===== src/rtl/traffic_light_monitor.sv =====
// traffic_light_monitor: passive checker on the six-lamp bus of the traffic
// light controller. Decodes the phase, times each phase, and flags illegal
// lamp patterns, bad phase orderings, short greens and flash (blink) mode.
// Optional build macro TRAFFIC_MON_STICKY_EN adds err_clr / err_status, a
// sticky record of {short_green, seq_err, illegal}.
//
// state  | meaning
// DARK   | all lamps off (also one half of flash)
// PG     | primary green, secondary red
// PY     | primary yellow (secondary red, or alone when flashing)
// SG     | secondary green, primary red
// SY     | secondary yellow, primary red
// ALLRED | both directions red
// ILLEGAL| any other lamp pattern
module traffic_light_monitor #(
  parameter int DWELL_W       = 16,
  parameter int MIN_GREEN     = 4,
  parameter int FLASH_TOGGLES = 4
) (
  input  logic               Clock,
  input  logic               reset,
  input  logic [5:0]         lamp,
`ifdef TRAFFIC_MON_STICKY_EN
  input  logic               err_clr,
  output logic [2:0]         err_status,
`endif
  output logic [2:0]         phase,
  output logic               phase_chg,
  output logic [DWELL_W-1:0] dwell,
  output logic [DWELL_W-1:0] last_dwell,
  output logic               illegal,
  output logic               seq_err,
  output logic               short_green,
  output logic [7:0]         err_count,
  output logic               flash_mode
);

  typedef enum logic [2:0] {
    DARK    = 3'd0,
    PG      = 3'd1,
    PY      = 3'd2,
    SG      = 3'd3,
    SY      = 3'd4,
    ALLRED  = 3'd5,
    ILLEGAL = 3'd7
  } phase_t;

  localparam int FW = $clog2(FLASH_TOGGLES + 1);
  localparam logic [FW-1:0] FT = FW'(FLASH_TOGGLES);

  logic [5:0]    lamp_q;
  phase_t        phase_q;
  phase_t        dec;
  logic          side_s;   // 0: next green after ALLRED is primary, 1: secondary
  logic [FW-1:0] fcnt;
  logic [FW-1:0] fcnt_nx;
  logic          chg;
  logic          legal;
  logic          ill_n;
  logic          se_n;
  logic          sg_n;
  logic          flash_edge;

  assign phase = phase_q;

  // Decode the registered lamp pattern; unlisted lamps must be off.
  always_comb begin
    dec = ILLEGAL;
    case (lamp_q)
      6'b000000: dec = DARK;
      6'b010010: dec = PG;
      6'b011000: dec = PY;
      6'b001000: dec = PY;     // yellow alone: flash pattern
      6'b100001: dec = SG;
      6'b100100: dec = SY;
      6'b110000: dec = ALLRED;
      default:   dec = ILLEGAL;
    endcase
  end

  // Transition legality, error pulses and flash counter next value.
  always_comb begin
    chg   = (dec != phase_q);
    legal = 1'b0;
    if (dec == DARK || phase_q == DARK || phase_q == ILLEGAL) begin
      legal = 1'b1;
    end else begin
      case (phase_q)
        PG:      legal = (dec == PY);
        PY:      legal = (dec == ALLRED) || (dec == SG);
        SG:      legal = (dec == SY);
        SY:      legal = (dec == ALLRED) || (dec == PG);
        ALLRED:  legal = side_s ? (dec == SG) : (dec == PG);
        default: legal = 1'b0;
      endcase
    end
    ill_n = chg && (dec == ILLEGAL);
    se_n  = chg && !legal && !ill_n;
    sg_n  = chg && (((phase_q == PG) && (dec == PY)) || ((phase_q == SG) && (dec == SY)))
                && (dwell < DWELL_W'(MIN_GREEN));
    flash_edge = chg && (((phase_q == DARK) && (dec == PY)) || ((phase_q == PY) && (dec == DARK)));
    fcnt_nx = fcnt;
    if (chg) begin
      if (flash_edge) begin
        if (fcnt != '1) fcnt_nx = fcnt + FW'(1);
      end else begin
        fcnt_nx = '0;
      end
    end
  end

  // Lamp capture, phase tracking, dwell timing and registered flags.
  always_ff @(posedge Clock or posedge reset) begin
    if (reset) begin
      lamp_q      <= '0;
      phase_q     <= DARK;
      phase_chg   <= 1'b0;
      dwell       <= '0;
      last_dwell  <= '0;
      illegal     <= 1'b0;
      seq_err     <= 1'b0;
      short_green <= 1'b0;
      err_count   <= '0;
      flash_mode  <= 1'b0;
      side_s      <= 1'b0;
      fcnt        <= '0;
    end else begin
      lamp_q      <= lamp;
      phase_chg   <= chg;
      illegal     <= ill_n;
      seq_err     <= se_n;
      short_green <= sg_n;
      if (chg) begin
        phase_q    <= dec;
        last_dwell <= dwell;
        dwell      <= DWELL_W'(1);
      end else if (dwell != '1) begin
        dwell <= dwell + DWELL_W'(1);
      end
      if (chg && (phase_q == PG) && (dec == PY)) side_s <= 1'b1;
      else if (chg && (dec == SY))               side_s <= 1'b0;
      fcnt       <= fcnt_nx;
      flash_mode <= (fcnt_nx >= FT);
      if ((ill_n || se_n || sg_n) && (err_count != 8'hFF)) err_count <= err_count + 8'd1;
    end
  end

`ifdef TRAFFIC_MON_STICKY_EN
  // Sticky error record; a new pulse wins over a simultaneous clear.
  always_ff @(posedge Clock or posedge reset) begin
    if (reset) err_status <= '0;
    else if (err_clr) err_status <= {sg_n, se_n, ill_n};
    else err_status <= err_status | {sg_n, se_n, ill_n};
  end
`endif

endmodule

===== config.mk =====
export PLATFORM = sky130hd
export DESIGN_NAME = traffic_light_monitor
export DESIGN_NICKNAME = d
export VERILOG_FILES = /design/src/rtl/traffic_light_monitor.sv
export SDC_FILE = /design/constraint.sdc
export NUM_CORES = 1
export LEC_CHECK = 0
export ABC_CLOCK_PERIOD_IN_PS = 2800
export CORE_ASPECT_RATIO = 1.25
export CORE_MARGIN = 8
export CORE_UTILIZATION = 40
export DETAILED_ROUTE_END_ITERATION = 12
export DONT_BUFFER_PORTS = 1
export PLACE_DENSITY = 0.5
export SKIP_LAST_GASP = 1
export SYNTH_ARGS = -nofsm -noshare
export SYNTH_HDL_FRONTEND = slang
export SYNTH_SLANG_ARGS = --single-unit

===== constraint.sdc =====
create_clock -name Clock -period 2.8 [get_ports Clock]
set_input_delay 0.28 -clock Clock [delete_from_list [all_inputs] [get_ports Clock]]
set_output_delay 0.28 -clock Clock [all_outputs]
set_load 0.02 [all_outputs]

==> results of run 1 <==
## metrics by stage
step	std cells	util, %	hold slack [ns]	setup slack, ns	area, µm²
after floorplan	269	-	0.3114	0.6304	2994
after global placement	349	41.54	0.1630	0.3127	3038
after detailed placement	349	41.54	0.1701	0.3247	3038
after CTS	372	45.37	0.3697	0.3132	3318
after global routing	372	45.37	0.4075	0.1749	3318
final	372	45.37	0.3764	0.3269	3318
## cell usage in the layout, fill, tap and decap left out, types with 3 or more instances in the layout
cell type       n
a21oi_1        10
and3_1          6
buf_4           3
clkbuf_8        9
clkinv_2        3
dfrtp_1        57
dlygate4sd3_1   7
ha_1            3
inv_1           4
mux2_4         17
nand2_1        15
nand2b_1        5
nand3_1        14
nand4_1         7
nor2_1         25
nor3_1          5
nor3b_1         3
nor4_1          3
o21ai_0         8
or3_1           4
xnor2_1        12
xor2_1          8
## state kept, by name (all words and copies together) (netlist names), 3 cells and up, named ones only
signal	count
phase	3
dwell	16
lamp_q	6
last_dwell	16
err_count	8
## metal layers
metal  track usage (%)  vias to the layer above  wire, µm
met5                 0                        -         0
met4             7.974                        0       177
met3             4.172                       13       466
met2             19.46                       54      3051
met1             15.91                      982      2765
li1                  -                      967         -
## what timing repair did
item	CTS	global route
gates resized for setup	0	0
hold buffers	7	0
setup buffers	0	0
hold endpoints to repair	23	0
## worst min path at each step
| stage | slack (ns) | cells after the start | end |
|---|---|---|---|
| after floorplan | 0.31 | 0 | lamp_q[0]$_DFF_PP0_ |
| after global placement | 0.16 | 1 | last_dwell[6]$_DFFE_PP0N_ |
| after detailed placement | 0.17 | 1 | last_dwell[6]$_DFFE_PP0N_ |
| after CTS | 0.37 | 2 | last_dwell[6]$_DFFE_PP0N_ |
| after global routing | 0.41 | 2 | err_count[2]$_DFFE_PP0P_ |
| final | 0.38 | 2 | last_dwell[6]$_DFFE_PP0N_ |
## power breakdown
| group | internal, W | switching [W] |
|---|---|---|
| clock network | 0.000496 | 0.000329 |
| registers | 0.000925 | 0.000267 |
| logic | 0.000187 | 0.000160 |
| total | 0.00161 | 0.000756 |
## worst max-delay path: stages (launching register included)
cell,delay (ns)
dfrtp_1,0.58
or3b_1,0.40
a211oi_2,0.29
a21o_1,0.20
o2111ai_4,0.27
buf_4,0.31
mux2_4,0.31
## layout make-up
class                      count  area (µm²)  share of cell area [%]
clock inverter                 6       82.58                   2.489
sequential                    57        1426                   42.99
multi-input combinational    191        1435                   43.25
tap                           92       115.1                   3.469
clock buffer                  10       127.6                   3.846
inverter                       5       18.77                  0.5656
timing repair buffer          11       112.6                   3.394
## cell families (layout without fill, tap and decap cells)
kind of cell | Yosys count | count (layout) | share of synthesized area (%)
fa+ha+maj | 3 | 3 | 1.254
buf+inv | 21 | 32 | 4.429
flops | 57 | 57 | 47.64
mux | 19 | 19 | 9.193
xor+xnor | 20 | 20 | 5.850
simple gates | 109 | 109 | 21.19
compound gates | 40 | 40 | 10.45
==> impl_metrics.ini, run 1 <==
[run_status]
status = complete, no violations

[worst_hold_path]
hold_class = in2async

[clock_tree]
clockRootBuffer = clkbuf_8
cts_tree = built
clkLatencyLatePin_ns = 0.33
clock_sinks = 57
cts_max_path_buffers = 2
h-tree-depth = 3
cts_buffers = 9
clkTransAtPathRegs_ns = 0.07

[power]
ir_drop_v = 0.0002748
power.density_nw_per_um2 = 712.5
p_leak_nw = 1.386
power_w = 0.002364

[logic_synthesis]
yosys-top-cells-area = dfrtp_1, mux2_4, xnor2_1
synth.distinct_cells = 58
synth_area_um2 = 2994
synthCells = 269
synth_nets = 280
yosysMostFrequentCell = dfrtp_1
synthFlopType = dfrtp_1
syn_avg_cell_area_um2 = 11.13
ys_top_cells_by_count = dfrtp_1, nor2_1, mux2_4
ys_seq_area_share_pct = 47.64
synth-seq-cells = 57
synth_top_area_share_pct = 47.64
yosysWarningCount = 0
synth_edf_count = 0
yosys.area.top_type = dfrtp_1
synthArstFlopShare_pct = 100.0

[worst_setup_path]
criticalPathCategory = reg2reg
setup.worst_path.start_class = flop
startpoint = lamp_q[5]$_DFF_PP0_
regToRegSetupSlack_ns = 0.33
required_ns = 3.02
endpoint_kind = flop
endpoint = last_dwell[3]$_DFFE_PP0N_
crit_fanout = 16
r2r_cells = 6
crit_arrival_ns = 2.69
r2r-end = last_dwell[3]$_DFFE_PP0N_
r2r_start = lamp_q[5]$_DFF_PP0_

[detailed_routing]
ant_nets = 0
firstDrtPassIters = 4
first_iter_violations = 49
avgRoutedWirePerCell_um = 17.37
vias_per_cell = 5.419
vias = 2016
wl_mm = 6.461
drc = 0

[layout]
drive_above_1_share_pct = 18.57
fill_cells = 672
layout.nets = 286
flow.area_growth_from_synthesis_pct = 10.82
antenna_cells = 0

[run]
maxCapViolCount = 0

[floorplan]
start_util_pct = 40.94
dieArea_um2 = 10530
fp.coreArea_um2 = 7313
num_io_pins = 56
fp.dieW_um = 93.39
chipHeight_um = 112.7
num_rows = 35

[global_route]
grt_pass1_vias = 2003
grt_usage_pct = 13.05
grt_pass1_wl_mm = 10.67
overflow = 0
grt_max_degree = 41
antenna_found_initial = 0

[sta]
min_period_over_period_pct = 88.32
fin_crit_ns = 2.473
finalHoldViolCount = 0
setup_tns_ns = 0
rsz0062_at_grt = false
worst_pin_slew_ns = 0.5433
clock_skew_ns = 0.006431
fmax_ghz = 0.4044
finalMaxSlewViolations = 0
setup_viol = 0
relSlewSlack_pct = 63.78

[placed_design]
place_congestion = 0.7970
portBuffers = 0
dp_hpwl_mm = 4.518
Note: power is estimated with default switching activity, not from simulation.
==> inputs of run 2 (changes only) <==
--- a/config.mk
+++ b/config.mk
@@ -9,6 +9,7 @@
 export CORE_ASPECT_RATIO = 1.25
 export CORE_MARGIN = 8
 export CORE_UTILIZATION = 40
+export CTS_BUF_LIST = sky130_fd_sc_hd__clkbuf_8
 export DETAILED_ROUTE_END_ITERATION = 12
 export DONT_BUFFER_PORTS = 1
 export PLACE_DENSITY = 0.5
==> impl_metrics.ini, run 2 (synthesis results as in run 1) <==
[run_status]
status = complete, no violations

[power]
ir_drop_v = 0.0002748
p_leak_nw = 1.390
power_w = 0.002359
power.density_nw_per_um2 = 711.0

[layout]
antenna_cells = 0
fin_util_pct = 45.37
postLayoutCellArea_um2 = 3318
flow.area_growth_from_synthesis_pct = 10.82
layout.cells.non_filler = 372
reg.largest.list = dwell: 16 flops, last_dwell: 16 flops, err_count: 8 flops
drive_above_1_share_pct = 18.57
layout.nets = 286
fill_cells = 672
layout_common_cells = dfrtp_1, nor2_1, mux2_4
multiInputGateArea_um2 = 1435
regArea_um2 = 1426
final_common_cell = dfrtp_1

[clock_tree]
cts_buffers = 9
clock_sinks = 57
clkLatencyLatePin_ns = 0.33
clkTransAtPathRegs_ns = 0.07
clockRootBuffer = clkbuf_8
h-tree-depth = 3
cts_max_path_buffers = 2
cts_tree = built
postCtsSetupRepairBufs = 0

[sta]
rsz0062_at_grt = false
worst_pin_slew_ns = 0.5433
clock_skew_ns = 0.005197
setup_tns_ns = 0
fin_crit_ns = 2.472
min_period_over_period_pct = 88.29
finalMaxSlewViolations = 0
relSlewSlack_pct = 63.78
finalHoldViolCount = 0
fmax_ghz = 0.4045
setup_viol = 0

[global_route]
antenna_found_initial = 0
grt_pass1_vias = 2003
grt_pass1_wl_mm = 10.67
grt_max_degree = 41
overflow = 0
grt_usage_pct = 13.05

[worst_setup_path]
r2r-end = last_dwell[3]$_DFFE_PP0N_
crit_arrival_ns = 2.69
criticalPathCategory = reg2reg
endpoint_kind = flop
r2r_cells = 6
crit_fanout = 16
setup.worst_path.start_class = flop
r2r_start = lamp_q[5]$_DFF_PP0_
regToRegSetupSlack_ns = 0.33
required_ns = 3.02
startpoint = lamp_q[5]$_DFF_PP0_
endpoint = last_dwell[3]$_DFFE_PP0N_

[placed_design]
dp.cells = 349
placed_area_um2 = 3038
portBuffers = 0
dp_hpwl_mm = 4.518
place_congestion = 0.7970

[floorplan]
start_util_pct = 40.94
fp.coreArea_um2 = 7313
num_io_pins = 56
num_rows = 35
dieArea_um2 = 10530
chipHeight_um = 112.7
fp.dieW_um = 93.39

[detailed_routing]
avgRoutedWirePerCell_um = 17.36
firstDrtPassIters = 4
first_iter_violations = 49
vias_per_cell = 5.419
drc = 0
ant_nets = 0
vias = 2016
wl_mm = 6.458

[run]
maxCapViolCount = 0

[worst_hold_path]
hold_class = in2async
[run 2: where the power goes]
| group | internal [W] | switching, W | leakage (nW) |
|---|---|---|---|
| Sequential | 0.000925 | 0.000267 | 0.743 |
| Clock | 0.000492 | 0.000328 | 0.110 |
| Combinational | 0.000187 | 0.000160 | 0.536 |
[run 2: what timing repair did]
item                                    CTS  global route
hold endpoints to repair                 23             0
hold buffers                              7             0
resized for setup                         0             0
endpoints found under the setup margin    0             0
[run 2: through the flow]
stage | hold WS (ns) | worst slack, ns
2_1_floorplan | 0.3114 | 0.6304
3_3_place_gp | 0.1630 | 0.3127
3_5_place_dp | 0.1701 | 0.3247
4_1_cts | 0.3693 | 0.3132
5_1_grt | 0.4074 | 0.1749
6_report | 0.3785 | 0.3280
[run 2: final cells by class]
type                       instances  share of cell area [%]
clock buffer                       9                   3.733
clock inverter                     7                   2.602
inverter                           5                  0.5656
multi-input combinational        191                   43.25
sequential                        57                   42.99
tap                               92                   3.469
timing repair buffer              11                   3.394
[run 2: how the worst min path moves through the flow]
stage | start | to | slack, ns | depth (start not counted)
global route | reset | err_count[2]$_DFFE_PP0P_ | 0.41 | 2
detailed placement | reset | last_dwell[6]$_DFFE_PP0N_ | 0.17 | 1
floorplan | lamp[0] | lamp_q[0]$_DFF_PP0_ | 0.31 | 0
CTS | reset | last_dwell[6]$_DFFE_PP0N_ | 0.37 | 2
global placement | reset | last_dwell[6]$_DFFE_PP0N_ | 0.16 | 1
finish | reset | err_count[0]$_DFFE_PP0P_ | 0.38 | 2
[run 2: metal layers]
metal | share of wire [%] | global-route usage (%) | vias to the layer above | routed length [µm]
li1 | - | - | 967 | -
met3 | 7.2 | 4.172 | 13 | 466
met1 | 43 | 15.91 | 982 | 2755
met2 | 47 | 19.46 | 54 | 3059
met4 | 2.7 | 7.974 | 0 | 177
met5 | 0 | 0 | - | 0
[run 2: critical path, cell delays in order (launching register included)]
cell and delay [ns]:
dfrtp_1 0.58, or3b_1 0.40, a211oi_2 0.29, a21o_1 0.20, o2111ai_4 0.27, buf_4 0.31
mux2_4 0.31
